<file path="src/rtl/fetch_sequencer_if.sv">
// Handshake and datapath-control bundle between the fetch sequencer and the PC/ROM/fetch-register datapath.
interface fetch_sequencer_if;
    localparam int unsigned ADDR_W = 12;
    localparam int unsigned BYTE_W = 8;
    localparam int unsigned NIB_W  = 4;

    logic              start;
    logic [BYTE_W-1:0] program_byte;
    logic [NIB_W-1:0]  instr;
    logic [NIB_W-1:0]  oprnd;
    logic              zero;
    logic              exec_ready;
    logic              en1;
    logic              en2;
    logic              load;
    logic [ADDR_W-1:0] load_addr;
    logic              exec_valid;
    logic              halted;
    logic              busy;

    modport master (
        input  start, program_byte, instr, oprnd, zero, exec_ready,
        output en1, en2, load, load_addr, exec_valid, halted, busy
    );

    modport slave (
        output start, program_byte, instr, oprnd, zero, exec_ready,
        input  en1, en2, load, load_addr, exec_valid, halted, busy
    );
endinterface

</file>
<file path="src/rtl/fetch_sequencer.sv">
// Fetch/decode control FSM: drives PC and fetch-register enables, resolves JMP/JZ/HLT,
// and hands all other instructions to the execute stage via valid/ready.
module fetch_sequencer (
    input  logic               clk,
    input  logic               reset,
    fetch_sequencer_if.master  bus
);
    localparam int unsigned ADDR_W = 12;
    localparam int unsigned NIB_W  = 4;

    localparam logic [NIB_W-1:0] OP_JMP = 4'hF;
    localparam logic [NIB_W-1:0] OP_JZ  = 4'hE;
    localparam logic [NIB_W-1:0] OP_HLT = 4'hD;

    localparam logic [2:0] S_IDLE   = 3'd0;
    localparam logic [2:0] S_FETCH  = 3'd1;
    localparam logic [2:0] S_DECODE = 3'd2;
    localparam logic [2:0] S_EXEC   = 3'd3;
    localparam logic [2:0] S_JLO    = 3'd4;
    localparam logic [2:0] S_JLD    = 3'd5;
    localparam logic [2:0] S_SKIP   = 3'd6;
    localparam logic [2:0] S_HALT   = 3'd7;

    logic [2:0]        state, next_state;
    logic [NIB_W-1:0]  hi_nib, hi_nib_next;
    logic [ADDR_W-1:0] load_addr_next;
    logic              en1_next, en2_next, load_next, valid_next, halted_next, busy_next;

    // Next state plus the Moore outputs of that state, so outputs come straight off flops.
    always_comb begin
        next_state     = state;
        hi_nib_next    = hi_nib;
        load_addr_next = bus.load_addr;
        case (state)
            S_IDLE:   if (bus.start) next_state = S_FETCH;
            S_FETCH:  next_state = S_DECODE;
            S_DECODE: begin
                if (bus.instr == OP_HLT) begin
                    next_state = S_HALT;
                end else if (bus.instr == OP_JMP || (bus.instr == OP_JZ && bus.zero)) begin
                    next_state  = S_JLO;
                    hi_nib_next = bus.oprnd;
                end else if (bus.instr == OP_JZ) begin
                    next_state = S_SKIP;
                end else begin
                    next_state = S_EXEC;
                end
            end
            S_EXEC:   if (bus.exec_ready) next_state = S_FETCH;
            S_JLO: begin
                next_state     = S_JLD;
                load_addr_next = {hi_nib, bus.program_byte};
            end
            S_JLD:    next_state = S_FETCH;
            S_SKIP:   next_state = S_FETCH;
            S_HALT:   next_state = S_HALT;
            default:  next_state = S_IDLE;
        endcase

        en1_next    = (next_state == S_FETCH) || (next_state == S_SKIP);
        en2_next    = (next_state == S_FETCH);
        load_next   = (next_state == S_JLD);
        valid_next  = (next_state == S_EXEC);
        halted_next = (next_state == S_HALT);
        busy_next   = (next_state != S_IDLE) && (next_state != S_HALT);
    end

    // Reset clears every output at once, so a load pulse in flight is dropped.
    always_ff @(posedge clk or negedge reset) begin
        if (!reset) begin
            state          <= S_IDLE;
            hi_nib         <= '0;
            bus.load_addr  <= '0;
            bus.en1        <= 1'b0;
            bus.en2        <= 1'b0;
            bus.load       <= 1'b0;
            bus.exec_valid <= 1'b0;
            bus.halted     <= 1'b0;
            bus.busy       <= 1'b0;
        end else begin
            state          <= next_state;
            hi_nib         <= hi_nib_next;
            bus.load_addr  <= load_addr_next;
            bus.en1        <= en1_next;
            bus.en2        <= en2_next;
            bus.load       <= load_next;
            bus.exec_valid <= valid_next;
            bus.halted     <= halted_next;
            bus.busy       <= busy_next;
        end
    end
endmodule
</file>
<file path="src/flat_wrapper.sv">
// flat-port wrapper written by rule: the top's interface ports become plain ports
module fetch_sequencer_flat 
  (clk, reset, bus_start, bus_program_byte, bus_instr, bus_oprnd, bus_zero, bus_exec_ready, bus_en1, bus_en2, bus_load, bus_load_addr, bus_exec_valid, bus_halted, bus_busy);
  fetch_sequencer_if bus_i ();
  input  logic clk;
  input  logic reset;
  input wire logic [$bits(bus_i.start)-1:0] bus_start;
  input wire logic [$bits(bus_i.program_byte)-1:0] bus_program_byte;
  input wire logic [$bits(bus_i.instr)-1:0] bus_instr;
  input wire logic [$bits(bus_i.oprnd)-1:0] bus_oprnd;
  input wire logic [$bits(bus_i.zero)-1:0] bus_zero;
  input wire logic [$bits(bus_i.exec_ready)-1:0] bus_exec_ready;
  output wire logic [$bits(bus_i.en1)-1:0] bus_en1;
  output wire logic [$bits(bus_i.en2)-1:0] bus_en2;
  output wire logic [$bits(bus_i.load)-1:0] bus_load;
  output wire logic [$bits(bus_i.load_addr)-1:0] bus_load_addr;
  output wire logic [$bits(bus_i.exec_valid)-1:0] bus_exec_valid;
  output wire logic [$bits(bus_i.halted)-1:0] bus_halted;
  output wire logic [$bits(bus_i.busy)-1:0] bus_busy;
  assign bus_i.start = bus_start;
  assign bus_i.program_byte = bus_program_byte;
  assign bus_i.instr = bus_instr;
  assign bus_i.oprnd = bus_oprnd;
  assign bus_i.zero = bus_zero;
  assign bus_i.exec_ready = bus_exec_ready;
  assign bus_en1 = bus_i.en1;
  assign bus_en2 = bus_i.en2;
  assign bus_load = bus_i.load;
  assign bus_load_addr = bus_i.load_addr;
  assign bus_exec_valid = bus_i.exec_valid;
  assign bus_halted = bus_i.halted;
  assign bus_busy = bus_i.busy;
  fetch_sequencer u_core (.clk(clk), .reset(reset), .bus(bus_i));
endmodule
</file>
<file path="config.mk">
export PLATFORM = sky130hd
export DESIGN_NAME = fetch_sequencer_flat
export DESIGN_NICKNAME = d
export VERILOG_FILES = /design/src/rtl/fetch_sequencer_if.sv /design/src/rtl/fetch_sequencer.sv /design/src/flat_wrapper.sv
export SDC_FILE = /design/constraint.sdc
export NUM_CORES = 1
export LEC_CHECK = 0
export BUFFER_PORTS_ARGS = -buffer_cell sky130_fd_sc_hd__clkbuf_2
export CORE_ASPECT_RATIO = 1.1
export CORE_UTILIZATION = 51
export DETAILED_ROUTE_END_ITERATION = 12
export GPL_TIMING_DRIVEN = 1
export PLACE_DENSITY = 0.82
export SETUP_SLACK_MARGIN = 0.15
export SYNTH_ARGS = -nofsm -noshare
export SYNTH_HDL_FRONTEND = slang
export SYNTH_SLANG_ARGS = --single-unit
</file>
<file path="constraint.sdc">
create_clock -name clk -period 3.7 [get_ports clk]
set_input_delay 0.185 -clock clk [delete_from_list [all_inputs] [get_ports clk]]
set_output_delay 0.185 -clock clk [all_outputs]
set_load 0.02 [all_outputs]
</file>
# Word level (Yosys, flattened, before mapping)

Index checks and enable logic that the tools add are counted.

Bits in registers: 25
Input bits: 21
Word-level logic and storage cells: 40
Output and inout port bits: 18

Reductions and logical operators: 8
Bitwise logic cells: 1
Mux-type cells: 6
Eq/ne operators: 16

Operators by type and width:

| operator                                            | number |
|---|---|
| equality test 3 bit, second input constant          | 7 |
| one-hot mux 3 bit (7 select lines)                  | 1 |
| 2-to-1 mux 3 bit                                    | 5 |
| equality test 4 bit, second input constant          | 3 |
| equality test 3 x 2 -> 1 bit, second input constant | 3 |
| equality test 3 x 1 -> 1 bit, second input constant | 2 |
| logical NOT 3 bit                                   | 1 |
| != test 3 bit, second input constant                | 1 |
| AND reduction 3 bit                                 | 1 |
| nonzero test 3 bit                                  | 1 |
| logical AND 1 bit                                   | 2 |
| logical OR 1 bit                                    | 2 |
| OR reduction 2 bit                                  | 1 |
| inverter 1 bit                                      | 1 |

# Logic depth before layout (Yosys ltp)

Depth after elaboration: 8
Depth in mapped cells: 5

# Worst setup path after synthesis

No wires, ideal clock.

Kind: register to register
Start: register u_core.state[2]
End: register u_core.hi_nib[0]
Data arrival time: 1.566 ns
Path slack: 2.009 ns
Cell stages (with the launch flop): 6
Required time: 3.575 ns
Clock period less this slack: 1.691 ns
Setup time: 0.125 ns
Cells stage by stage: dfrtp_1 > buf_6 > or3b_1 > buf_2 > nor3_4 > mux2_2

Longest elaborated chain between the ends: 2

Ends and longest elaborated chain:

| item                                 | RTL line              | source |
|---|---|---|
| start: declaration                   | fetch_sequencer.sv:24 | `logic [2:0] state, next_state;` |
| start signal: assignment             | fetch_sequencer.sv:81 | `state <= next_state;` |
| equality test 3 x 2 -> 1 bit         | fetch_sequencer.sv:34 | `case (state)` |
| AND reduction 3 bit (no source line) | --                    |  |
| end signal: assignment               | fetch_sequencer.sv:82 | `hi_nib <= hi_nib_next;` |
| end: declaration                     | fetch_sequencer.sv:25 | `logic [NIB_W-1:0] hi_nib, hi_nib_next;` |

No other way between the ends.
A chain may end at the register's enable or synchronous reset.

# Worst setup path in the final report

Start: register u_core.state[0]
End: register u_core.bus.load_addr[0]

Longest elaborated chain between the ends: 1

Ends and longest elaborated chain:

| item                   | RTL line                 | source |
|---|---|---|
| equality test 3 bit    | fetch_sequencer.sv:34    |  |
| end signal: assignment | fetch_sequencer.sv:83    | `bus.load_addr <= load_addr_next;` |
| end: declaration       | fetch_sequencer_if.sv:23 | `output en1, en2, load, load_addr, exec_valid, halted, busy` |

No other way between the ends.

==> run metrics <==
Mapped Cells=80; vias per cell=5.10; final worst setup slack=1810 ps; vias in the first global route=714; commonest cells after routing, fill and taps aside=38 x clkbuf_2, 25 x dfrtp_1, 16 x mux2_2; routability-driven placement congestion ratio=0.786; number of clock sinks=25; WHS=95.3 ps; syn_area_per_cell=13.2 um^2; Worst setup EP type=flip-flop; R2R cell count=2; worst skew pair latency=310 ps; critical path class=flip-flop to flip-flop; Total Power=976 uW; slew margin rel.=0.370; Async S/R FF share, synth=1.00; CORE AREA=1860 um^2; Final min period=1890 ps; synthesized area=1050 um^2; Worst R2R End=u_core.bus.load_addr[0]; Peak VDD IR=0.494 mV; Initial DRC Count=6; Yosys reg bits=25; Post-synth EDFFs=0; CP Data Arrival Time=2100 ps; Initial Utilization=0.566; Main synth FF type=dfrtp_1; I/O Buffers=38; largest area contributor in the netlist=dfrtp_1; hpwl dp=1.38 mm; First-pass DRT Iterations=3; endpoints failing setup=0; die height=49.7 um; Root Buffer=clkbuf_4; grt ovf=0; ant diodes=0; DIE WIDTH=45.3 um; DRT antenna net count=0; clock skew=3.45 ps; Hold Path Class=input pin to flip-flop; pre-CTS WS=1810 ps; DR vias=740; Hold Vio Cnt, Final=0; initial antenna violation count=0; GR Util All Layers=0.195; Final Max Tran Viols=0; Num CTS Buffers=3; Hold Startpoint=bus_program_byte[6]; worst slew pin tran=940 ps; register-to-register setup slack=1810 ps; syn_nets=101; fillers=144; outcome=finished clean; highest clock rate=0.529 GHz; max-capacitance violation count=0; worst r2r src=u_core.state[0]; final WL=1.84 mm; area grow syn2layout=22.6%; hold endpoint=u_core.bus.load_addr[6]; commonest non-fill, non-tap cell in the layout=clkbuf_2; period utilization=0.511; launching element type of the critical path=flip-flop; share of layout cells above drive strength 1=0.517; leak pwr=0.644 nW; DR WL/cell=12.7 um; DRC Markers=0; RSZ-0062 raised after global routing=no; nets@finish=140; CTS max path bufs=2; FF+latch area=626 um^2; largest net degree at the start of global routing=26; Die ar.=2250 um^2; crit-path max FO=13; CTS tree=built; Worst EP required=3910 ps; share of the synthesized area in the top cell type=0.594; first-pass GRT wire length=3.17 mm; Post-Route Setup TNS=0 ps; Worst-path clk slew=130 ps; Synth cell types=26; number of I/O pins=39; Pwr Density=756 nW/um^2; ranking of synthesized cells by area=dfrtp_1 59%, mux2_2 17%, nor2_1 2.1%; row cnt=16; Seq/Total Area, Yosys=0.594; Multi-input gate area=404 um^2; CTS H-tree lvls=1; Worst Hold Path Cells=2; Ys Warns=0
[synthesized netlist by cell type (2+ instances only)]
cell,instances
dfrtp_1,25
mux2_2,16
nor2_1,6
nor2b_1,3
nor3b_1,3
buf_2,2
clkbuf_1,2
nand2_1,2
nand3_1,2
o211ai_1,2
o21ai_0,2
[layer usage]
metal  up-vias  part of all wire  global-route usage
met2        25              0.50               0.300
met5         -                 0                   0
met3         2             0.057              0.0366
met1       351              0.43               0.260
li1        362                 -                   -
met4         0             0.010              0.0909
[area by class of cell]
class | instances | area share
clock inverter | 1 | 0.00388
tap | 27 | 0.0262
sequential | 25 | 0.484
clock buffer | 3 | 0.0174
multi-input combinational | 50 | 0.313
timing repair buffer | 39 | 0.155
[flip-flops by register name, summed over array words and instances, names as in the netlist]
name                   flops
u_core.bus.exec_valid      1
u_core.bus.load_addr      12
u_core.bus.halted          1
u_core.bus.load            1
u_core.bus.en1             1
u_core.bus.busy            1
u_core.hi_nib              4
u_core.state               3
u_core.bus.en2             1
[critical path: stages, from the launching register on]
cell and delay, ps:
dfrtp_1 530, nor3b_2 830, mux2_2 420
[report_power, final]
part	internal, mW	leakage, nW	total [mW]	switching (mW)
sequential	0.386	0.320	0.469	0.0832
combinational	0.174	0.306	0.389	0.215
clock	0.0404	0.0177	0.118	0.0773
[cell families (layout without fill, tap and decap cells)]
kind of cell | after synthesis | in the layout | share of synthesized area
AOI/OAI and AO/OA | 8 | 8 | 0.0558
buffers and inverters | 5 | 43 | 0.0273
muxes | 16 | 16 | 0.171
DFF | 25 | 25 | 0.594
and+or+nand+nor | 26 | 26 | 0.152
[worst max-delay path by stage]
stage                         start                 endpoint  slack (ps)  cells past startpoint
CTS                 u_core.state[0]  u_core.bus.load_addr[0]        1800                      2
finish              u_core.state[0]  u_core.bus.load_addr[0]        1810                      2
floorplan           u_core.state[2]         u_core.hi_nib[0]        2010                      5
global placement    u_core.state[0]  u_core.bus.load_addr[4]        1880                      2
global route        u_core.state[0]  u_core.bus.load_addr[7]        1660                      2
detailed placement  u_core.state[0]  u_core.bus.load_addr[0]        1810                      2
[what timing repair did]
| item | 4_1_cts | 5_1_grt |
|---|---|---|
| hold buffers | 1 | 0 |
| gates resized for setup | 0 | 0 |
| buffers inserted | 0 | 0 |
| setup endpoints to repair | 0 | 0 |
| hold endpoints to repair | 25 | 0 |
[through the flow]
stage	cells	area (um^2)	utilization
global route	145	1290	0.694
CTS	145	1290	0.694
finish	145	1290	0.694
global placement	140	1250	0.673
detailed placement	140	1250	0.673
floorplan	80	1050	-
(Power assumes the default switching activity.)
